[src/rtl/kyber_pkg.sv]
// Shared constants and modular helpers for the Kyber NTT butterfly datapath.
// Mode encoding is consumed by butterfly_pipe (GS support gated by BFLY_GS_MODE_EN).
package kyber_pkg;

  localparam int KYBER_W    = 16;
  localparam int KYBER_Q    = 3329;
  localparam int KYBER_QINV = 62209;

  localparam logic BFLY_CT = 1'b0;
  localparam logic BFLY_GS = 1'b1;

  // Operands must already lie in [0,q); a single conditional correction suffices.
  function automatic logic [31:0] mod_add(input logic [31:0] a, input logic [31:0] b,
                                          input logic [31:0] q);
    logic [32:0] s;
    s = {1'b0, a} + {1'b0, b};
    if (s >= {1'b0, q}) s = s - {1'b0, q};
    return s[31:0];
  endfunction

  function automatic logic [31:0] mod_sub(input logic [31:0] a, input logic [31:0] b,
                                          input logic [31:0] q);
    logic [31:0] d;
    if (a >= b) d = a - b;
    else        d = a + q - b;
    return d;
  endfunction

endpackage

[src/rtl/mont_mul_pipe.sv]
// Two-stage Montgomery multiplier: stage 1 forms a*b, stage 2 reduces to a*b*R^-1 mod Q.
// Both stages advance only when i_en is high.
module mont_mul_pipe
  import kyber_pkg::*;
#(
  parameter int W    = KYBER_W,
  parameter int Q    = KYBER_Q,
  parameter int QINV = KYBER_QINV
) (
  input  logic         clk,
  input  logic         rst_n,
  input  logic         i_en,
  input  logic [W-1:0] i_a,
  input  logic [W-1:0] i_b,
  output logic [W-1:0] o_r
);

  localparam logic [W-1:0] LP_Q    = W'(Q);
  localparam logic [W-1:0] LP_QINV = W'(QINV);

  logic [2*W-1:0] r_t;
  logic [W-1:0]   r_r;

  logic [W-1:0] w_t_lo;
  logic [W-1:0] w_t_hi;
  logic [W-1:0] w_m;
  logic [W-1:0] w_mq_lo;
  logic [W-1:0] w_mq_hi;
  logic         w_borrow;
  logic [W:0]   w_diff;
  logic [W-1:0] w_red;

  assign {w_t_hi, w_t_lo}   = r_t;
  assign w_m                = w_t_lo * LP_QINV;
  assign {w_mq_hi, w_mq_lo} = (2*W)'(w_m) * (2*W)'(LP_Q);

  // (t - m*Q) / R computed on the high halves only; the low halves cancel
  // exactly, so the borrow term is kept for generality but is zero in practice.
  assign w_borrow = (w_t_lo < w_mq_lo);
  assign w_diff   = {1'b0, w_t_hi} - {1'b0, w_mq_hi} - {{W{1'b0}}, w_borrow};
  assign w_red    = w_diff[W] ? (w_diff[W-1:0] + LP_Q) : w_diff[W-1:0];

  always_ff @(posedge clk or negedge rst_n) begin
    if (!rst_n) begin
      r_t <= '0;
      r_r <= '0;
    end else if (i_en) begin
      r_t <= (2*W)'(i_a) * (2*W)'(i_b);
      r_r <= w_red;
    end
  end

  assign o_r = r_r;

endmodule

[src/rtl/butterfly_pipe.sv]
// Four-stage Kyber NTT butterfly (CT forward, optional GS inverse).
// Define BFLY_GS_MODE_EN to enable GS mode; otherwise mode is ignored and CT is used.
module butterfly_pipe
  import kyber_pkg::*;
#(
  parameter int W     = KYBER_W,
  parameter int Q     = KYBER_Q,
  parameter int QINV  = KYBER_QINV,
  parameter int TAG_W = 8
) (
  input  logic             clk,
  input  logic             rst_n,
  input  logic             in_valid,
  output logic             in_ready,
  input  logic             mode,
  input  logic [W-1:0]     u,
  input  logic [W-1:0]     v,
  input  logic [W-1:0]     zeta,
  input  logic [TAG_W-1:0] in_tag,
  output logic             out_valid,
  input  logic             out_ready,
  output logic [W-1:0]     out_upper,
  output logic [W-1:0]     out_lower,
  output logic [TAG_W-1:0] out_tag
);

  localparam logic [31:0] LP_Q32 = 32'(Q);

  // Handshake: a set is taken on in_valid && in_ready and a result leaves on
  // out_valid && out_ready. The whole pipe advances together unless a result
  // is stuck in S4, so in_ready never depends on in_valid and bubbles persist.
  logic w_advance;

  logic             r_s1_valid, r_s2_valid, r_s3_valid, r_s4_valid;
  logic             r_s1_mode,  r_s2_mode,  r_s3_mode;
  logic [TAG_W-1:0] r_s1_tag,   r_s2_tag,   r_s3_tag,   r_s4_tag;
  logic [W-1:0]     r_s1_keep,  r_s2_keep,  r_s3_keep;
  logic [W-1:0]     r_s1_mul_a, r_s1_zeta;
  logic [W-1:0]     r_s4_upper, r_s4_lower;

  logic         w_mode_eff;
  logic [W-1:0] w_s1_keep;
  logic [W-1:0] w_s1_mul_a;
  logic [W-1:0] w_mont;
  logic [W-1:0] w_s4_upper;
  logic [W-1:0] w_s4_lower;

  assign w_advance = !(r_s4_valid && !out_ready);
  assign in_ready  = w_advance;

`ifdef BFLY_GS_MODE_EN
  assign w_mode_eff = mode;

  always_comb begin
    w_s1_keep  = u;
    w_s1_mul_a = v;
    if (mode == BFLY_GS) begin
      w_s1_keep  = W'(mod_add(32'(u), 32'(v), LP_Q32));
      w_s1_mul_a = W'(mod_sub(32'(u), 32'(v), LP_Q32));
    end
  end
`else
  // Mode is forced to CT; S1 is a plain register stage.
  assign w_mode_eff = mode & BFLY_CT;
  assign w_s1_keep  = u;
  assign w_s1_mul_a = v;
`endif

  always_ff @(posedge clk or negedge rst_n) begin
    if (!rst_n) begin
      r_s1_valid <= 1'b0;
      r_s1_mode  <= BFLY_CT;
      r_s1_tag   <= '0;
      r_s1_keep  <= '0;
      r_s1_mul_a <= '0;
      r_s1_zeta  <= '0;
      r_s2_valid <= 1'b0;
      r_s2_mode  <= BFLY_CT;
      r_s2_tag   <= '0;
      r_s2_keep  <= '0;
      r_s3_valid <= 1'b0;
      r_s3_mode  <= BFLY_CT;
      r_s3_tag   <= '0;
      r_s3_keep  <= '0;
    end else if (w_advance) begin
      r_s1_valid <= in_valid;
      r_s1_mode  <= w_mode_eff;
      r_s1_tag   <= in_tag;
      r_s1_keep  <= w_s1_keep;
      r_s1_mul_a <= w_s1_mul_a;
      r_s1_zeta  <= zeta;
      r_s2_valid <= r_s1_valid;
      r_s2_mode  <= r_s1_mode;
      r_s2_tag   <= r_s1_tag;
      r_s2_keep  <= r_s1_keep;
      r_s3_valid <= r_s2_valid;
      r_s3_mode  <= r_s2_mode;
      r_s3_tag   <= r_s2_tag;
      r_s3_keep  <= r_s2_keep;
    end
  end

  mont_mul_pipe #(
    .W    (W),
    .Q    (Q),
    .QINV (QINV)
  ) u_mont (
    .clk   (clk),
    .rst_n (rst_n),
    .i_en  (w_advance),
    .i_a   (r_s1_mul_a),
    .i_b   (r_s1_zeta),
    .o_r   (w_mont)
  );

  always_comb begin
    w_s4_upper = W'(mod_add(32'(r_s3_keep), 32'(w_mont), LP_Q32));
    w_s4_lower = W'(mod_sub(32'(r_s3_keep), 32'(w_mont), LP_Q32));
    if (r_s3_mode == BFLY_GS) begin
      w_s4_upper = r_s3_keep;
      w_s4_lower = w_mont;
    end
  end

  always_ff @(posedge clk or negedge rst_n) begin
    if (!rst_n) begin
      r_s4_valid <= 1'b0;
      r_s4_tag   <= '0;
      r_s4_upper <= '0;
      r_s4_lower <= '0;
    end else if (w_advance) begin
      r_s4_valid <= r_s3_valid;
      r_s4_tag   <= r_s3_tag;
      r_s4_upper <= w_s4_upper;
      r_s4_lower <= w_s4_lower;
    end
  end

  assign out_valid = r_s4_valid;
  assign out_tag   = r_s4_tag;
  assign out_upper = r_s4_upper;
  assign out_lower = r_s4_lower;

endmodule

[config.mk]
export PLATFORM = sky130hd
export DESIGN_NAME = butterfly_pipe
export DESIGN_NICKNAME = d
export VERILOG_FILES = /design/src/rtl/kyber_pkg.sv /design/src/rtl/mont_mul_pipe.sv /design/src/rtl/butterfly_pipe.sv
export SDC_FILE = /design/constraint.sdc
export NUM_CORES = 1
export LEC_CHECK = 0
export ABC_AREA = 1
export CAP_MARGIN = 0
export CORE_ASPECT_RATIO = 1.2
export CORE_MARGIN = 2
export CORE_UTILIZATION = 45
export DETAILED_ROUTE_END_ITERATION = 12
export PLACE_DENSITY_LB_ADDON = 0.05
export SLEW_MARGIN = 20
export SYNTH_ARGS = -nofsm -noshare
export SYNTH_HDL_FRONTEND = slang
export SYNTH_SLANG_ARGS = --single-unit
[constraint.sdc]
create_clock -name clk -period 20.2 [get_ports clk]
set_clock_uncertainty 0.2 [all_clocks]
set_input_delay 4.04 -clock clk [delete_from_list [all_inputs] [get_ports clk]]
set_output_delay 4.04 -clock clk [all_outputs]
set_load 0.05 [all_outputs]
Yosys cells after proc, flatten, opt, wreduce, memory -nomap -nowiden
Cells that the tools add are included.

word-level totals
  input port bits = 61
  output and inout port bits = 42
  register bits after elaboration = 196
  word-level logic and storage cells = 37

operators by class
  mux-type cells = 3
  add/sub/neg operators = 8
  magnitude comparators = 3
  reduce and logical (&&, ||, !) cells = 3
  $mul = 3

operators by type and width
  operator                  count
  $mux W16                  3
  $add A16 B12 Y16 const B  2
  $mul A16 B16 Y32          1
  $sub A16 B16 Y16          2
  $mul A16 B12 Y28 const B  1
  $add A16 B16 Y17          1
  $ge A17 B12 Y1 const B    1
  $sub A16 B12 Y17          1
  $sub A17 B1 Y17           1
  $ge A16 B16 Y1            1
  $lt A16 B16 Y1            1
  $mul A16 B13 Y16 const B  1
  $sub A16 B12 Y16 const B  1
  $logic_not A1 Y1          2
  $logic_and A1 B1 Y1       1

Depth between registers and ports, before layout
Gate-level depths: netlist of run 1.

  depth in word-level cells = 6
  depth in mapped cells = 46
  depth with buffers taken out = 46

Modules after synthesis
From an unflattened synthesis of run 1, not the netlist that was laid out.

second synthesis, totals
  cell total of the unflattened synthesis = 3,219
  area total of the unflattened synthesis = 24,198.2 sq um

modules (own cells, without submodules)
  module          instances  seq. area each (sq um)  cells an instance  area an instance (sq um)
  mont_mul_pipe   1          1,201.2                 2,003              15,109.5
  butterfly_pipe  1          3,703.6                 1,216              9,088.7

Worst setup path before layout of run 1
OpenSTA, ideal clock, no wires.

  path type = input to output
  start point = in out_ready
  end point = out in_ready
  setup slack = 10.846 ns
  data arrival time = 5.114 ns
  path buffers = 2
  required time = 15.960 ns
  cell stages on the path = 4
  path through = nor2_1 -> inv_2 -> clkbuf_1 -> clkbuf_1

on the way
  cells in the longest elaborated chain, start to end = 3

ends and longest elaborated chain
  element              line                  source
  start, declared      butterfly_pipe.sv:21  input logic out_ready,
  $logic_not A1 Y1     butterfly_pipe.sv:48  assign w_advance = !(r_s4_valid && !out_ready);
  $logic_and A1 B1 Y1  butterfly_pipe.sv:48
  $logic_not A1 Y1     butterfly_pipe.sv:48
  end, declared        butterfly_pipe.sv:14  output logic in_ready,

Every way passes these cells.

Final worst setup path of run 1
Ends and elaborated chain as after synthesis.

==> impl_results.rst, run 1 <==
.. list-table::
   :header-rows: 1

   * - Metric
     - Value
   * - Status
     - finished, final reports clean
   * - Post-route DRC violation count
     - 0
   * - Filler Cells Inserted
     - a little over 5,000
   * - First-pass detailed-route iteration total
     - 5
   * - Fin nets
     - around 3,700
   * - Number of synthesized flops with an enable pin
     - 0
   * - First-pass GRT wire length
     - around 100,000 um
   * - FF-to-FF Start
     - u_mont.r_t[4]
   * - Number of hold buffers added after cts
     - 0
   * - Number of nets in the synthesized netlist
     - 3,714
   * - Count of unique library cells instantiated by Yosys
     - 47
   * - Post-layout utilization of the core
     - 0.499
   * - Arrival time of data at the critical path endpoint
     - ~6.6 ns
   * - Final critical path time including I/O delays and setup
     - approximately 11 ns
   * - CTS root buf
     - sky130_fd_sc_hd__clkbuf_16
   * - Class of the tightest hold or removal check
     - reg2reg
   * - Initial core utilization
     - 0.458
   * - GR Overflow Total
     - 0
   * - Share of the yosys chip area belonging to registers
     - 0.208
   * - Aggregate global-route resource usage
     - 0.229
   * - Ratio of routed vias to standard cells
     - 4.95
   * - Fmax
     - just over 0.09 GHz
   * - Worst Max-Slew Pin Slew
     - 0.998 ns
   * - X dimension of the die
     - 213 um
   * - Yosys warns
     - 0
   * - Initial antenna violation count
     - 0
   * - Launching instance or port of the critical path
     - out_ready
   * - Max_slew headroom
     - 0.335
   * - Share of flip-flops with an asynchronous set or reset
     - 1.00
   * - Post_cts resized
     - 0
   * - Final total negative setup slack
     - 0 ns
   * - Cell area after synthesis
     - roughly 24,000 um^2
   * - # H-tree levels
     - 4
   * - Startpoint types
     - input pin
   * - Peak fanout along the critical path
     - ~180
   * - Number of buffers created by CTS
     - 17
   * - Average wire length per cell after detail routing
     - 15.3 um
   * - WS Path Type
     - in2out
   * - Setup-violating endpoint count in the final report
     - 0
   * - Dominant cells by area after synthesis
     - sky130_fd_sc_hd__dfrtp_1, sky130_fd_sc_hd__fa_1, sky130_fd_sc_hd__nand2_1
   * - Critical-path cell with the highest stage delay
     - sky130_fd_sc_hd__clkdlybuf4s50_1
   * - Synthesized area per cell
     - roughly 7.6 um^2
   * - CP Cell Sequence
     - clkdlybuf4s50_1, nor2_4, buf_12, inv_6, clkdlybuf4s50_1
   * - Number of buffer and inverter stages on the critical path
     - 4
   * - Number of storage elements in the synthesis netlist
     - between 150 and 200
   * - Number of pins exceeding their max-slew limit in the final report
     - 0
   * - Hold Vio Cnt, Final
     - 0
   * - Number of design-rule violations left by the first detailed-router iteration
     - about 1,000
   * - Primary FF master, synth
     - sky130_fd_sc_hd__dfrtp_1
   * - Y dimension of the die
     - between 200 and 300 um
   * - Cell type with the largest total area after synthesis
     - sky130_fd_sc_hd__dfrtp_1
   * - Routability congestion estimate
     - 0.916
   * - Required time at the worst-slack endpoint
     - approximately 16 ns
   * - Unrepaired setup endpoints after global routing
     - false
   * - Fraction of post-synthesis cell area in the top cell type by area
     - 0.208
   * - Total die area
     - 54,300 um^2
   * - Cell family with most CP delay
     - buffers and inverters
   * - Beginning of the worst hold path
     - r_s3_valid
   * - Post-CTS setup repair buffer count
     - 0
   * - Number of global-route vias before repair
     - slightly below 20,000
   * - Critical path's most frequent cell
     - sky130_fd_sc_hd__clkdlybuf4s50_1
   * - Area of the core region
     - between 50,000 and 60,000 um^2
   * - Number of buffers on the longest clock path
     - 2
   * - Pin count of the biggest net entering global routing
     - between 150 and 200
   * - Most used standard cells in the synthesized netlist
     - sky130_fd_sc_hd__nand2_1, sky130_fd_sc_hd__inv_1, sky130_fd_sc_hd__ha_1
   * - Area Growth Syn to Fin
     - 9.09%
   * - Remaining number of nets flagged by the antenna check after routing
     - 0
   * - Final HPWL from detailed placement
     - between 40,000 and 50,000 um
   * - Final clock period utilization by the worst path
     - 0.537
   * - Clock transition time at the flip-flop clock pins of the worst setup and hold paths
     - ~0.080 ns
   * - Number of I/O port buffers
     - ~100
   * - Longest individual stage delay on the worst path
     - 0.94 ns
   * - Latest clock arrival within the worst-skew pair
     - 0.49 ns
   * - Number of standard-cell rows in the floorplan
     - just over 90
   * - CTS tree
     - done
   * - Clk sinks
     - slightly below 200
   * - ANT cells
     - 0
   * - Most repeated cell in the gate-level netlist after synthesis
     - sky130_fd_sc_hd__nand2_1
   * - I/O Pins
     - slightly above 100
   * - Cells after synthesis
     - approximately 3,100
   * - Number of max-cap violations
     - 0
   * - Fraction of final layout cells sized beyond drive strength 1
     - 0.0315
   * - Nature of the critical path endpoint
     - output pin
   * - Total vias in the final route
     - between 15,000 and 20,000
   * - Wire length after detailed routing
     - between 50,000 and 60,000 um
==> per-layer routing <==
| metal | routed length (um) | track usage |
|---|---|---|
| met1 | 26200 | 0.292 |
| met2 | 29200 | 0.403 |
| met3 | 1930 | 0.0280 |
| met4 | 1430 | 0.0705 |
| met5 | 0 | 0 |
==> registers in the layout, summed over array words and instances (netlist names) <==
name and cells:
r_s2_keep 16, r_s1_mul_a 16, out_valid 1, out_tag 8, u_mont.r_t 32, r_s1_keep 16, r_s3_keep 16, r_s1_valid 1
r_s1_zeta 16, r_s3_tag 8, r_s1_tag 8, u_mont.o_r 16, out_upper 16, r_s3_valid 1, out_lower 16, r_s2_valid 1
r_s2_tag 8
==> kinds of logic after synthesis <==
group	after synthesis	share of synthesized area
DFF	196	0.208
buffers and inverters	730	0.118
adders and majority gates	532	0.356
xor gates and xnor gates	72	0.0270
and+or+nand+nor	1315	0.225
AOI/OAI and AO/OA	276	0.0659
==> worst paths after layout <==
kind | endpoint | cells after the start | slack [ns]
worst max-delay path | in_ready | 5 | 9.35
worst min-delay path | out_valid | 2 | 0.26
worst max register to register | u_mont.o_r[15] | 38 | 10.30
worst min register to register | out_valid | 2 | 0.26
max in group asynchronous | r_s1_mul_a[0] | 3 | 14.56
min in group asynchronous | out_upper[12] | 1 | 3.26
==> worst register-to-register path: cells and delay by family, from the launching register on <==
family | cells | cell delay (ns)
AO/OA/AOI/OAI | 4 | 0.66
XOR/XNOR | 2 | 0.68
adder cells (fa/ha/maj) | 15 | 5.24
buffers and inverters | 5 | 0.72
flip-flops | 1 | 0.46
AND/OR/NAND/NOR | 12 | 1.78
==> cells in the final DEF, fill, tap and decap left out, drive strengths merged, types with 10 or more instances in the layout <==
master,instances
ha,298
clkbuf,18
nand2,1005
nand4,14
dfrtp,196
inv,616
a21oi,102
o21ai,112
nor2,121
a21o,10
or2,18
clkdlybuf4s50,100
a31oi,13
nor3,22
nand3,129
xnor2,24
xor2,48
fa,234
==> area by class of cell <==
type | instances | area, um^2 | area share
inverters | 610 | 2300 | 0.0892
clock inverters | 15 | 238 | 0.00923
clock buffers | 17 | 425 | 0.0165
flip-flops and latches | 196 | 4900 | 0.190
multi-input cells | 2195 | 15900 | 0.618
well taps | 697 | 872 | 0.0339
repair buffers | 109 | 1090 | 0.0424
==> through the flow <==
| step | worst slack (ns) | hold WS, ns | area [um^2] | instances |
|---|---|---|---|---|
| floorplan | 10.85 | 0.220 | 23600 | 3121 |
| global placement | 9.33 | 0.233 | 25100 | 3807 |
| detailed placement | 9.34 | 0.236 | 25100 | 3807 |
| CTS | 9.32 | 0.259 | 25700 | 3839 |
| global route | 9.20 | 0.284 | 25700 | 3839 |
| finish | 9.35 | 0.258 | 25700 | 3839 |
Power of run 1 is not shown: default switching activity piles up to over one toggle a cycle in this logic, so the estimate is an artifact.
==> inputs of run 2 (changes only) <==
==> constraint.sdc (replaced) <==
create_clock -name clk -period 9.6 [get_ports clk]
set_clock_uncertainty 0.2 [all_clocks]
set_input_delay 1.92 -clock clk [delete_from_list [all_inputs] [get_ports clk]]
set_output_delay 1.92 -clock clk [all_outputs]
set_load 0.05 [all_outputs]
==> run 2 against run 1 <==
Effect of this change: setup slack worse by 8.9 ns; first-iteration DRC count is 6.2% higher; cell area increased by 0.64%; largest cell class unchanged.
==> impl_results.rst, run 2 (synthesis gave the netlist of run 1 again) <==
.. list-table::
   :header-rows: 1

   * - Metric
     - Value
   * - Latest clock arrival within the worst-skew pair
     - 0.50 ns (about the same)
   * - Post-placement worst setup slack
     - 0.243 ns (-9.09 ns)
   * - Most frequent cells in the layout
     - sky130_fd_sc_hd__nand2_1, sky130_fd_sc_hd__inv_1, sky130_fd_sc_hd__ha_1
   * - CTS root buf
     - sky130_fd_sc_hd__clkbuf_16
   * - Y dimension of the die
     - 255 um (unchanged)
   * - Met1 track utilization from global routing
     - 0.291 (-0.000690)
   * - Critical path's most frequent cell
     - sky130_fd_sc_hd__ha_1
   * - Final clock period utilization by the worst path
     - 0.948
   * - Required time at the worst-slack endpoint
     - 9.76 ns (-6.20 ns)
   * - Total vias in the final route
     - 18,962 (-0.26%)
   * - Clock transition time at the flip-flop clock pins of the worst setup and hold paths
     - 0.09 ns (about the same)
   * - Longest individual stage delay on the worst path
     - 0.55 ns (-0.39 ns)
   * - Largest register FFs
     - 32 (unchanged)
   * - First-pass detailed-route iteration total
     - 5 (unchanged)
   * - Number of I/O port buffers
     - 101 (unchanged)
   * - Met3 Usage GRT
     - 0.0258 (-0.00221)
   * - Number of buffers created by CTS
     - 17 (unchanged)
   * - X dimension of the die
     - 213 um (unchanged)
   * - Global routing's busiest layer
     - met2
   * - I/O Pins
     - 103 (unchanged)
   * - Clk sinks
     - 196 (unchanged)
   * - Area Growth Syn to Fin
     - 9.79%
   * - Largest register by flop count
     - u_mont.r_t
   * - Wire length after detailed routing
     - 58,600 um (-0.17%)
   * - Number of design-rule violations left by the first detailed-router iteration
     - 1,065 (+6.2%)
   * - Critical-path cell with the highest stage delay
     - sky130_fd_sc_hd__fa_2
   * - Number of pins exceeding their max-slew limit in the final report
     - 0 (unchanged)
   * - Number of standard-cell rows in the floorplan
     - 91 (unchanged)
   * - Setup-violating endpoint count in the final report
     - 0 (unchanged)
   * - Pin count of the biggest net entering global routing
     - 177 (unchanged)
   * - Filler Cells Inserted
     - 5,135 (-0.60%)
   * - Met2 Use GR
     - 0.417 (+0.0132)
   * - Number of max-cap violations
     - 0 (unchanged)
   * - Worst Max-Slew Pin Slew
     - 0.918 ns (-0.0798 ns)
   * - Max_slew headroom
     - 0.388 (+0.0532)
   * - Aggregate global-route resource usage
     - 0.230 (+0.00152)
   * - Fraction of final layout cells sized beyond drive strength 1
     - 0.0419 (+0.0103)
   * - Number of buffers on the longest clock path
     - 2 (unchanged)
   * - Remaining number of nets flagged by the antenna check after routing
     - 0 (unchanged)
   * - Routability congestion estimate
     - 0.885 (-3.4%)
   * - CTS tree
     - done
   * - Number of global-route vias before repair
     - 19,592 (+0.85%)
   * - WS Path Type
     - reg2reg
   * - Cell depth of the worst min-delay path
     - 2 (unchanged)
   * - Status
     - finished, final reports clean
   * - Post-route DRC violation count
     - 0 (unchanged)
   * - ANT cells
     - 0 (unchanged)
   * - Average wire length per cell after detail routing
     - 15.2 um (-0.48%)
   * - Count of placed standard cells in the final layout, fillers left out
     - 3,851 (+0.31%)
   * - Fin nets
     - 3,734 (+0.32%)
   * - Nature of the critical path endpoint
     - flip-flop
   * - Total die area
     - 54,300 um^2 (unchanged)
   * - Min setup slack post-route
     - 0.502 ns (-8.85 ns)
   * - Ratio of routed vias to standard cells
     - 4.92 (-0.57%)
   * - Startpoint types
     - flip-flop
   * - Post-layout utilization of the core
     - 0.502 (+0.00320)
   * - Final critical path time including I/O delays and setup
     - just over 9 ns
   * - Initial core utilization
     - 0.458 (unchanged)
   * - GR Overflow Total
     - 0 (unchanged)
   * - Number of placed instances, taps included
     - 3,817 (+0.26%)
   * - Arrival time of data at the critical path endpoint
     - 9.25 ns (+2.64 ns)
   * - # H-tree levels
     - 4 (unchanged)
   * - Post-route design area
     - 25,900 um^2 (+0.64%)
   * - Leading cell type in the layout, fill and taps excluded
     - sky130_fd_sc_hd__nand2_1
   * - Hold Vio Cnt, Final
     - 0 (unchanged)
   * - Peak fanout along the critical path
     - 4 (-98%)
   * - Initial antenna violation count
     - 0 (unchanged)
   * - Class of the tightest hold or removal check
     - reg2reg
   * - Final HPWL from detailed placement
     - 46,300 um (-0.63%)
   * - Fmax
     - around 0.11 GHz
   * - Placement-stage cell area
     - 25,200 um^2 (+0.30%)
   * - First-pass GRT wire length
     - 98,700 um (+1.0%)
   * - R2r worst-path depth
     - 39 (+2.6%)
   * - Area of the core region
     - 51,600 um^2 (unchanged)
[run 2: cell types whose count changed in the layout (fill, tap and decap cells not counted), sizes merged]
cell / previous run / this run
buf: 8 / 20
clkinvlp: 0 / 2
inv: 616 / 615
bufinv: 1 / 0
[run 2: cell type report]
class,count,area [um^2],share of cell area
timing repair buffer,121,1200,0.0462
inverter,610,2300,0.0886
clock inverter,15,195,0.00753
clock buffer,17,425,0.0164
sequential,196,4900,0.189
tap,697,872,0.0337
multi-input combinational,2195,16000,0.618
[run 2: stage by stage]
stage | TNS, ns | hold slack (ns)
2_1_floorplan | 0 | 0.220
3_3_place_gp | 0 | 0.250
3_5_place_dp | 0 | 0.253
4_1_cts | 0 | 0.273
5_1_grt | -0.0429 | 0.296
6_report | 0 | 0.264
[run 2: path summary, 6_finish.rpt]
kind                               startpoint              to  slack (ns)
worst max-delay path            u_mont.r_t[5]  u_mont.o_r[15]        0.50
worst min-delay path             r_s1_keep[0]    r_s2_keep[0]        0.26
worst max register to register  u_mont.r_t[5]  u_mont.o_r[15]        0.50
worst min register to register   r_s1_keep[0]    r_s2_keep[0]        0.26
max in group asynchronous               rst_n    r_s1_zeta[2]        6.82
min in group asynchronous               rst_n   out_upper[12]        1.22
[run 2: routing by layer]
layer  vias up  part of all wire
met5         -                 0
met3        59             0.026
met4         0             0.018
met1      9072              0.45
met2       283              0.51
li1       9548                 -
[run 2: worst max-delay path, delay by kind of cell (launching register included)]
family          cells  cell delay (ns)
fa+ha+maj          14             5.39
flops               1             0.41
buf+inv             7             0.50
simple gates       10             1.33
xor+xnor            2             0.30
compound gates      6             0.82
[run 2: what timing repair did]
action / 4_1_cts / 5_1_grt
setup buffers: 0 / 1
hold buffers: 0 / 0
setup endpoints to repair: 0 / 16
resized for setup: 0 / 26
Power of run 2 is left out for the same reason.
